===== config.mk =====
export PLATFORM = sky130hd
export DESIGN_NAME = sobel_window
export DESIGN_NICKNAME = d
export VERILOG_FILES = /design/src/rtl/sobel_window.sv
export SDC_FILE = /design/constraint.sdc
export NUM_CORES = 1
export LEC_CHECK = 0
export BUFFER_PORTS_ARGS = -buffer_cell sky130_fd_sc_hd__buf_2
export CAP_MARGIN = 20
export CORE_MARGIN = 10
export CORE_UTILIZATION = 53
export CTS_CLUSTER_DIAMETER = 40
export DETAILED_ROUTE_END_ITERATION = 16
export PLACE_DENSITY = 0.66
export SLEW_MARGIN = 10
export SYNTH_ARGS = -nofsm -noshare
export SYNTH_HDL_FRONTEND = slang
export SYNTH_SLANG_ARGS = --single-unit

===== constraint.sdc =====
create_clock -name clk -period 11.05 [get_ports clk]
set_clock_uncertainty 0.1 [all_clocks]
set_input_delay 2.21 -clock clk [delete_from_list [all_inputs] [get_ports clk]]
set_output_delay 2.21 -clock clk [all_outputs]
set_load 0.01 [all_outputs]

===== src/rtl/sobel_window.sv =====
// Streaming 3x3 Sobel front end: two line buffers feed a sliding window,
// and registered |Gx|>>2 / |Gy|>>2 are emitted for every interior pixel.
module sobel_window #(
   parameter int IMG_WIDTH = 64
) (
   input  logic       clk,
   input  logic       n_rst,
   input  logic [7:0] pixel_in,
   input  logic       pixel_valid,
   input  logic       frame_start,
   output logic [7:0] gx,
   output logic [7:0] gy,
   output logic       grad_valid
);

   localparam int COL_W = (IMG_WIDTH > 1) ? $clog2(IMG_WIDTH) : 1;
   localparam logic [COL_W-1:0] LAST_COL = COL_W'(IMG_WIDTH - 1);

   typedef enum logic [1:0] {IDLE, FILL, RUN} state_t;

   state_t            state;
   logic [COL_W-1:0]  col;
   logic [1:0]        row;
   logic [7:0]        line0 [IMG_WIDTH];
   logic [7:0]        line1 [IMG_WIDTH];
   logic [7:0]        win   [3][3];
   logic [7:0]        nwin  [3][3];

   logic              restart;
   logic              accept;
   logic              last_col;
   logic              out_en;
   logic [COL_W-1:0]  idx;
   logic signed [10:0] gx_s;
   logic signed [10:0] gy_s;

   function automatic logic signed [10:0] px(input logic [7:0] p);
      return $signed({3'b000, p});
   endfunction

   function automatic logic [7:0] mag(input logic signed [10:0] g);
      logic signed [10:0] a;
      a = (g < 0) ? -g : g;
      return 8'(a >>> 2);
   endfunction

   assign restart  = pixel_valid & frame_start;
   assign accept   = pixel_valid & (frame_start | (state != IDLE));
   assign last_col = (col == LAST_COL);
   // A restarting pixel is always column 0, whatever col held before.
   assign idx      = restart ? '0 : col;
   assign out_en   = accept & ~restart & (state == RUN) & (col >= COL_W'(2));

   always_comb begin
      for (int r = 0; r < 3; r++) begin
         nwin[r][0] = win[r][1];
         nwin[r][1] = win[r][2];
      end
      nwin[0][2] = line0[idx];
      nwin[1][2] = line1[idx];
      nwin[2][2] = pixel_in;
   end

   always_comb begin
      gx_s = (px(nwin[0][2]) + (px(nwin[1][2]) <<< 1) + px(nwin[2][2]))
           - (px(nwin[0][0]) + (px(nwin[1][0]) <<< 1) + px(nwin[2][0]));
      gy_s = (px(nwin[2][0]) + (px(nwin[2][1]) <<< 1) + px(nwin[2][2]))
           - (px(nwin[0][0]) + (px(nwin[0][1]) <<< 1) + px(nwin[0][2]));
   end

   always_ff @(posedge clk) begin
      if (accept) begin
         line0[idx] <= line1[idx];
         line1[idx] <= pixel_in;
      end
   end

   always_ff @(posedge clk or negedge n_rst) begin
      if (!n_rst) begin
         state      <= IDLE;
         row        <= 2'd0;
         col        <= '0;
         grad_valid <= 1'b0;
         gx         <= 8'd0;
         gy         <= 8'd0;
         for (int r = 0; r < 3; r++)
            for (int c = 0; c < 3; c++)
               win[r][c] <= 8'd0;
      end else begin
         grad_valid <= out_en;
         if (out_en) begin
            gx <= mag(gx_s);
            gy <= mag(gy_s);
         end
         if (accept) begin
            for (int r = 0; r < 3; r++)
               for (int c = 0; c < 3; c++)
                  win[r][c] <= nwin[r][c];
            if (restart) begin
               state <= FILL;
               row   <= 2'd0;
               col   <= COL_W'(1);
            end else if (last_col) begin
               col <= '0;
               if (row != 2'd2)
                  row <= row + 2'd1;
               if (state == FILL && row == 2'd1)
                  state <= RUN;
            end else begin
               col <= col + COL_W'(1);
            end
         end
      end
   end

endmodule


# Word-level counts from Yosys, hierarchy flattened
# Memory sizes are Yosys's and may differ from the RTL's.
# Cells that the tools add are included.
# classes
order_cmp,3
addsub,14
bitwise_logic,7
eq_ne,5
n_mux,13
n_reduce_logical,7
# op_table
cell,n
$add A10 B8 Y11,4
$add A8 B9 Y10,4
$lt A11 B1 Y1 const B,2
$sub A11 B11 Y11,2
$mux W10,2
$neg A10 Y10,2
$mux W6,3
$mux W2,6
$reduce_bool A2 Y1,4
$add A6 B1 Y6 const B,1
$eq A6 B6 Y1 const B,1
$ge A6 B2 Y1 const B,1
$reduce_and A3 Y1,2
$and A1 B1 Y1,5
$eq A2 B1 Y1 const B,2
$add A2 B1 Y2 const B,1
$eq A2 B2 Y1 const B,1
$mux W1,2
$ne A2 B2 Y1 const B,1
$logic_and A1 B1 Y1,1
$not A1 Y1,1
$or A1 B1 Y1,1
# totals
regBits,75
n_memories,2
elab_cells,63
in_bits,12
ramBits,1024
# mem_list
name,words,word_bits,rd,rd_ports_with_merged_regs,write_ports,line,rtl
line0,64,8,1,0,1,24,logic [7:0] line0 [IMG_WIDTH];
line1,64,8,1,0,1,25,logic [7:0] line1 [IMG_WIDTH];

# Depth between registers and ports, before layout
# Gate-level depths: netlist (run 1).
# An unclocked memory read counts as a cell.
# logic_depth
depth_word,8
ltp_mapped,25
depth_no_buf,20

# Worst setup path before layout (run 1)
# No wires, ideal clock.
# synth_timing
path_kind,input -> register
startpoint,input pixel_valid
endpoint,register gx[7]
setup_ns,0.087
path_slack_ns,-0.096
arrival_ns,10.959
t_required_ns,10.863
n_path_buf,5
path_stages,23
path_cell_list,buf_2 > a21bo_2 > buf_2 > or2_1 > buf_2 > buf_2 > buf_2 > o221ai_1 > o2111ai_1 > nor4bb_1 > fa_1 > inv_1 > fa_1 > fa_1 > inv_1 > ha_1 > a21o_1 > a221oi_1 > xnor2_1 > nor4_1 > a21oi_1 > a2111o_1 > o211ai_1
# synth_lines
element,line,rtl
from (decl),9,"input logic pixel_valid,"
to (signal assigned),92,gx <= mag(gx_s);
to (decl),11,"output logic [7:0] gx,"

==> results of run 1 <==
[synth_stat cells (all sizes together) (14+ instances only)]
| cell type | instances |
|---|---|
| a21oi | 32 |
| a22oi | 21 |
| a31oi | 23 |
| and3 | 14 |
| buf | 80 |
| clkbuf | 82 |
| dfrtp | 75 |
| edfxtp | 1024 |
| fa | 62 |
| ha | 28 |
| inv | 76 |
| mux2 | 124 |
| mux2i | 50 |
| nand2 | 299 |
| nand3 | 86 |
| nor2 | 116 |
| nor3 | 48 |
| o21ai | 66 |
| o221ai | 53 |
| o22ai | 214 |
| o31ai | 33 |
| or3 | 16 |
| xnor2 | 14 |
[layout make-up]
class	count	area (um^2)	area share, %
multi-input combinational	1499	10800	21.2
tap	1070	1340	2.63
timing repair buffer	175	1340	2.63
inverter	76	285	0.561
clock buffer	164	3590	7.07
sequential	1099	32600	64.2
antenna	3	7.51	0.0148
clock inverter	79	860	1.69
[where the power goes]
part	total [mW]	internal [mW]	switching (mW)	leakage (nW)
clock network	4.38	2.64	1.74	2.16
registers	4.91	4.84	0.0785	10.1
logic	4.23	1.62	2.61	5.15
[cell families (layout without fill, tap and decap cells)]
| family | count (synthesis) | count (layout) | synth area share (%) |
|---|---|---|---|
| buffers and inverters | 238 | 494 | 2.24 |
| multiplexers | 179 | 179 | 4.55 |
| XOR/XNOR | 23 | 23 | 0.455 |
| adder cells (fa/ha/maj) | 90 | 90 | 3.60 |
| other | 0 | 3 | 0 |
| flip-flops | 1099 | 1099 | 73.8 |
| AND/OR/NAND/NOR | 631 | 631 | 6.25 |
| AO/OA/AOI/OAI | 576 | 576 | 9.15 |
[worst register-to-register path, stage by stage (launching register included)]
cell and delay (ns):
sky130_fd_sc_hd__dfrtp_2 0.76, sky130_fd_sc_hd__buf_4 0.50, sky130_fd_sc_hd__or2_2 0.23, sky130_fd_sc_hd__or2_4 0.53, sky130_fd_sc_hd__buf_4 0.42, sky130_fd_sc_hd__o22ai_1 0.12
sky130_fd_sc_hd__nor3_1 0.53, sky130_fd_sc_hd__nor2_1 0.28, sky130_fd_sc_hd__nor4_1 0.98, sky130_fd_sc_hd__fa_1 0.58, sky130_fd_sc_hd__fa_1 0.49, sky130_fd_sc_hd__inv_1 0.05
sky130_fd_sc_hd__fa_1 0.43, sky130_fd_sc_hd__ha_1 0.34, sky130_fd_sc_hd__a21o_1 0.21, sky130_fd_sc_hd__a21o_1 0.20, sky130_fd_sc_hd__o211a_1 0.23, sky130_fd_sc_hd__o211ai_1 0.50
sky130_fd_sc_hd__nand2_1 0.12, sky130_fd_sc_hd__or3_1 0.40, sky130_fd_sc_hd__a31oi_1 0.21
[worst paths after layout]
kind                             start       end  slack (ns)  depth (start not counted)
max in group asynchronous        n_rst    col[0]        8.58                          1
max                        frame_start     gy[7]        1.77                         19
min reg2reg                   nwin[32]  nwin[40]        0.36                          2
min                           nwin[32]  nwin[40]        0.36                          2
min in group asynchronous        n_rst    row[1]        1.55                          1
max reg2reg                     col[1]     gy[7]        2.75                         20
[state kept, by name, indices dropped and copies added (netlist names)]
| name | flops |
|---|---|
| gy | 8 |
| col | 6 |
| line1 | 512 |
| line0 | 512 |
| row | 2 |
| grad_valid | 1 |
| gx | 8 |
| nwin | 48 |
| state | 2 |
[through the flow]
stage	cell area (um^2)	util [%]
after floorplan	44200	-
after global routing	50800	61.7
final	50800	61.7
after CTS	50800	61.7
after global placement	46300	56.2
after detailed placement	46400	56.3
[metal layers]
metal | vias up | wire length (um) | GRT usage, %
met5 | - | 76 | 0.258
met4 | 8 | 8430 | 16.1
met3 | 433 | 17000 | 8.76
met2 | 1980 | 60300 | 42.0
met1 | 14000 | 48800 | 36.6
li1 | 11400 | - | -
==> results.md, run 1 <==
- Result of the run: complete, no violations
- Post-Syn Nets: 2938
- Power per cell area: 266 nW/um^2
- All-layer global routing usage: 28.2%
- Vias in the first global route: 27200
- Startpoint type of the worst setup path: input pin
- Buffers inserted during post-CTS setup optimization: 0
- Gp weighted congestion: 0.978
- Type of the most critical hold path: flop to flop
- Worst IR drop on VDD: 0.317 mV
- Antenna violations before repair: 4
- Chip height: 309 um
- Synthesized area: 44200 um^2
- Layout overhead on the synthesized area: 14.9%
- Total number of vias: 27800
- Residual overflow from global routing: 0
- Initial Util: 53.7%
- Horizontal die dimension: 309 um
- CTS-repair resized insts: 0
- Largest driver fanout on the critical path: 21
- FF+latch count, synth: 1099
- Number of nets in the finished design: 3087
- Fraction of final layout cells sized beyond drive strength 1: 18.1%
- Die area: 95400 um^2
- Area of the core region: 82400 um^2
- TNS Setup: 0 ns
- Dominant cells by area after synthesis: sky130_fd_sc_hd__edfxtp_1, sky130_fd_sc_hd__dfrtp_1, sky130_fd_sc_hd__mux2_2
- Post-route clock period utilization: 84.0%
- Shortest period the worst path allows: 9.28 ns
- Detail Route Antenna Nets: 0
- Largest net degree at the start of global routing: 101
- Maximum capacitance violations: 0
- Non-filler cells in the finished layout: 4165
- RSZ-0062 raised after global routing: no
- Worst max-slew margin expressed relative to the limit: 22.9%
- Post-synthesis async set-or-reset flop share: 6.82%
- Leak: 17.5 nW
- Data required time at the worst endpoint: 11.58 ns
- Startpoint-to-endpoint class of the critical path: input pin to flop
- HPWL after DPL: 82200 um
- Number of hold-repair buffers added at the cts stage: 0
- Most used cells in the layout excluding fill and tap cells: sky130_fd_sc_hd__edfxtp_1, sky130_fd_sc_hd__nand2_1, sky130_fd_sc_hd__o22ai_1
- Worst path top cell family by delay: simple AND/OR/NAND/NOR gates
- CTS clk-pin slew, worst paths: 0.06 ns
- Num CTS Buffers: 134
- Worst-path cell chain: buf_2, nand2_1, nand3_1, o22ai_1, or3_1, a211o_1, nor4_1, fa_1, fa_1, inv_1, fa_1, ha_1, a21o_1, a21o_1, o211a_1, o211ai_1, nand2_1, or3_1, a31oi_1
- Number of sinks handled by clock tree synthesis: 1099
- TritonCTS clock tree: built
- Cell occurring most often along the worst timing path: sky130_fd_sc_hd__fa_1
- Number of synthesized flops with an enable pin: 1024
- Placement-stage worst setup slack: 1.17 ns
- Row cnt: 105
- Final Hold Vio Count: 0
- Top achievable clock speed: 0.108 GHz
- Portion of synthesized cell area occupied by the leading cell type: 69.5%
- CTS H-tree depth: 4
- Worst setup EP type: flop
- Via density: 6.68
- Wire length of the first global-routing pass: 193000 um
- Number of cells produced by synthesis: 2836
- Worst Max-Slew Pin Slew: 1.15 ns
- Fill cell instance count of the final layout: 5921
- Number of buffers on the longest clock path: 3
- Top Ports: 29
- Skew-Pair Late Insertion Delay: 0.74 ns
- Setup violation total in the final timing report: 0
- Final routed DRC violation total: 0
- Cell type with the highest aggregate area in the netlist: sky130_fd_sc_hd__edfxtp_1
- Worst-case setup margin in the final layout: 1.77 ns
- Max Transition Viols Final: 0
- Average wire per cell in the routed design: 32.3 um
- CP arrival: 9.82 ns
- Most frequent standard cell in the layout excluding fill and tap cells: sky130_fd_sc_hd__edfxtp_1
- Final worst hold slack: 0.360 ns
- Max incr delay on CP: 0.99 ns
- Length of the first detailed-routing pass in iterations: 6
- Total design power: 13.5 mW
- Distinct cell type count of the synthesized netlist: 77
- Synth warn: 0
- Final WL: 135000 um
- Clk root buf: sky130_fd_sc_hd__clkbuf_16
- Predominant post-synthesis flop cell: sky130_fd_sc_hd__edfxtp_1
- Number of buffers added on ports: 28
- Highest-delay cell along the critical path: sky130_fd_sc_hd__nand3_1
- Cell total after placement: 3918
- Mean post-synth cell area: 15.6 um^2
- DRT iter0 DRCs: 4227
- Post-synthesis sequential area ratio: 73.8%
- Buf+Inv Stages, Crit Path: 2
Note: power is estimated with default switching activity, not from simulation.
==> inputs of run 2 (changes only) <==
- PLACE_DENSITY: 0.66 -> 0.68
- clock period: 11.05 -> 7.5 ns (I/O delays scaled with it)
==> run 2 against run 1 <==
  * Worst setup slack lost 1.6 ns
  * Wire length is essentially flat
  * Critical path depth grew 1
  * Largest power group is now combinational logic
  * Sequential cell count is the same
  * Sequential share of layout area shrank 2.1 points
  * Sequential power grew 47%
  * Combinational power grew 90%
  * Largest cell class unchanged
  * Worst hold slack gained 0.0055 ns
==> results.md, run 2 (synthesis results as in run 1) <==
- Number of buffers added on ports: 28 (unchanged)
- Largest driver fanout on the critical path: 26 (was 21)
- Total number of vias: 28500 (was 27800)
- Met2 layer wire length in the routed design: 58600 um (was 60300 um)
- Power per cell area: 417 nW/um^2 (was 266 nW/um^2)
- Shortest period the worst path allows: 7.36 ns
- Worst max-slew margin expressed relative to the limit: 26.0% (was 22.9%)
- Number of nets in the finished design: 3274 (was 3087)
- Largest net degree at the start of global routing: 76 (was 101)
- Startpoint-to-endpoint class of the critical path: flop to flop (was input pin to flop)
- Skew-Pair Late Insertion Delay: 0.73 ns (was 0.74 ns)
- Setup violation total in the final timing report: 0 (unchanged)
- Power share of the clock group: 30.4% (was 32.4%)
- Length of the first detailed-routing pass in iterations: 8 (was 6)
- Sum of routed wire segments on met1: 50600 um (was 48800 um)
- Via density: 6.54 (was 6.68)
- All-layer global routing usage: 28.3% (was 28.2%)
- Worst IR drop on VDD: 0.576 mV (was 0.317 mV)
- Sw Share: 32.3% (was 32.7%)
- Final routed DRC violation total: 0 (unchanged)
- Post-route clock period utilization: 98.1%
- Worst Reg2Reg Path Length in Cells: 20 (unchanged)
- Met3 wirelength from detailed routing: 17500 um (was 17000 um)
- Data required time at the worst endpoint: 8.02 ns (was 11.58 ns)
- Worst Max-Slew Pin Slew: 1.11 ns (was 1.15 ns)
- Antenna violations before repair: 10 (was 4)
- Number of hold-repair buffers added at the cts stage: 0 (unchanged)
- HPWL after DPL: 86100 um (was 82200 um)
- CTS H-tree depth: 4 (unchanged)
- DRT iter0 DRCs: 4289 (was 4227)
- Net Switching: 7.08 mW (was 4.42 mW)
- Initial Util: 53.7% (unchanged)
- Total design power: 21.9 mW (was 13.5 mW)
- Buffers inserted during post-CTS setup optimization: 0 (unchanged)
- Horizontal die dimension: 309 um (unchanged)
- Row cnt: 105 (unchanged)
- TritonCTS clock tree: built (unchanged)
- Most used cells in the layout excluding fill and tap cells: sky130_fd_sc_hd__edfxtp_1, sky130_fd_sc_hd__buf_4, sky130_fd_sc_hd__nand2_1 (was sky130_fd_sc_hd__edfxtp_1, sky130_fd_sc_hd__nand2_1, sky130_fd_sc_hd__o22ai_1)
- Vias in the first global route: 28000 (was 27200)
- Int Power: 14.9 mW (was 9.10 mW)
- Clk root buf: sky130_fd_sc_hd__clkbuf_16 (unchanged)
- Chip height: 309 um (unchanged)
- Layout overhead on the synthesized area: 18.8% (was 14.9%)
- CP arrival: 7.88 ns (was 9.82 ns)
- Result of the run: complete, no violations (unchanged)
- CTS clk-pin slew, worst paths: 0.06 ns (about the same)
- Non-filler cells in the finished layout: 4354 (was 4165)
- Detail Route Antenna Nets: 0 (unchanged)
- Top achievable clock speed: 0.136 GHz
- RSZ-0062 raised after global routing: no (unchanged)
- Fraction of final layout cells sized beyond drive strength 1: 23.0% (was 18.1%)
- CTS-repair resized insts: 0 (unchanged)
- Top Ports: 29 (unchanged)
- Cell total after placement: 4101 (was 3918)
- Maximum capacitance violations: 0 (unchanged)
- Sequential share of power: 32.9% (was 36.3%)
- Number of stages on the worst hold path: 2 (unchanged)
- Residual overflow from global routing: 0 (unchanged)
- Combinational share of power: 36.6% (was 31.3%)
- Gp weighted congestion: 0.996 (was 0.978)
- Num CTS Buffers: 137 (was 134)
- Die area: 95400 um^2 (unchanged)
- Max Transition Viols Final: 0 (unchanged)
- Most frequent standard cell in the layout excluding fill and tap cells: sky130_fd_sc_hd__edfxtp_1 (unchanged)
- Startpoint type of the worst setup path: flop (was input pin)
- Leak: 18.5 nW (was 17.5 nW)
- Wire length of the first global-routing pass: 196000 um (was 193000 um)
- Fill cell instance count of the final layout: 5732 (was 5921)
- Worst setup EP type: flop (unchanged)
- Max Used Layer: met5 (unchanged)
- Number of sinks handled by clock tree synthesis: 1099 (unchanged)
- Placement-stage worst setup slack: -0.285 ns (was 1.17 ns)
- Worst-case setup margin in the final layout: 0.143 ns (was 1.77 ns)
- Final Hold Vio Count: 0 (unchanged)
- Area of the core region: 82400 um^2 (unchanged)
- Number of buffers on the longest clock path: 3 (unchanged)
- Type of the most critical hold path: flop to flop (unchanged)
- Average wire per cell in the routed design: 30.9 um (was 32.3 um)
- Final WL: 135000 um (about the same)
-- run 2: cell count changes in the layout (fill, tap and decap cells not counted), moves of 4 or more --
| cell | delta |
|---|---|
| sky130_fd_sc_hd__buf_4 | +175 |
| sky130_fd_sc_hd__buf_12 | +11 |
| sky130_fd_sc_hd__clkinv_2 | -6 |
| sky130_fd_sc_hd__clkbuf_1 | -5 |
| sky130_fd_sc_hd__inv_16 | +5 |
| sky130_fd_sc_hd__inv_6 | +4 |
-- run 2: per-layer routing --
layer,track usage (%),up-vias
met3,7.94,366
met1,38.7,14300
li1,-,11800
met4,14.8,12
met5,0,-
met2,41.3,1977
-- run 2: through the flow --
step	hold slack (ns)	utilization (%)	TNS (ns)	cell area (um^2)
after CTS	0.361	63.8	0	52500
after floorplan	0.335	-	0	44400
after global placement	0.344	58.1	-1.09	47900
after global routing	0.382	63.8	0	52600
final	0.366	63.8	0	52600
after detailed placement	0.350	58.1	-1.97	47900
-- run 2: layout make-up --
cell class,instances,area (um^2),share of cell area [%]
flip-flops and latches,1099,32600,62.1
multi-input cells,1499,10800,20.5
clock buffers,161,3610,6.87
repair buffers,359,2870,5.46
well taps,1070,1340,2.55
clock inverters,87,1040,1.98
inverters,76,285,0.543
diodes,3,7.51,0.0143
-- run 2: final timing paths --
path | start | endpoint | slack [ns]
min in group asynchronous | n_rst | row[1] | 0.54
max | col[2] | gx[3] | 0.14
max reg2reg | col[2] | gx[3] | 0.14
max in group asynchronous | n_rst | nwin[17] | 6.12
min reg2reg | nwin[32] | nwin[40] | 0.37
min | nwin[32] | nwin[40] | 0.37
-- run 2: power groups by stage --
stage	combinational (mW)	clock, mW	sequential (mW)
floorplan	4.65	0	7.31
global placement	7.76	0	7.34
detailed placement	7.94	0	7.35
CTS	8.00	6.72	7.22
global route	8.81	6.97	7.24
finish	8.04	6.68	7.23
-- run 2: critical path, cell delays in order (launching register included) --
cell	delay (ns)
sky130_fd_sc_hd__dfrtp_2	0.84
sky130_fd_sc_hd__nor2b_1	0.40
sky130_fd_sc_hd__nand2_2	0.33
sky130_fd_sc_hd__buf_4	0.27
sky130_fd_sc_hd__o22ai_1	0.15
sky130_fd_sc_hd__o31ai_1	0.80
sky130_fd_sc_hd__o2111ai_1	0.26
sky130_fd_sc_hd__buf_4	0.24
sky130_fd_sc_hd__nor4_1	0.42
sky130_fd_sc_hd__buf_4	0.23
sky130_fd_sc_hd__fa_1	0.41
sky130_fd_sc_hd__inv_1	0.09
sky130_fd_sc_hd__fa_1	0.41
sky130_fd_sc_hd__fa_1	0.55
sky130_fd_sc_hd__inv_1	0.06
sky130_fd_sc_hd__ha_1	0.30
sky130_fd_sc_hd__o31a_1	0.32
sky130_fd_sc_hd__a41oi_1	0.45
sky130_fd_sc_hd__o21ai_0	0.22
sky130_fd_sc_hd__xor2_1	0.19
sky130_fd_sc_hd__o21ai_0	0.18
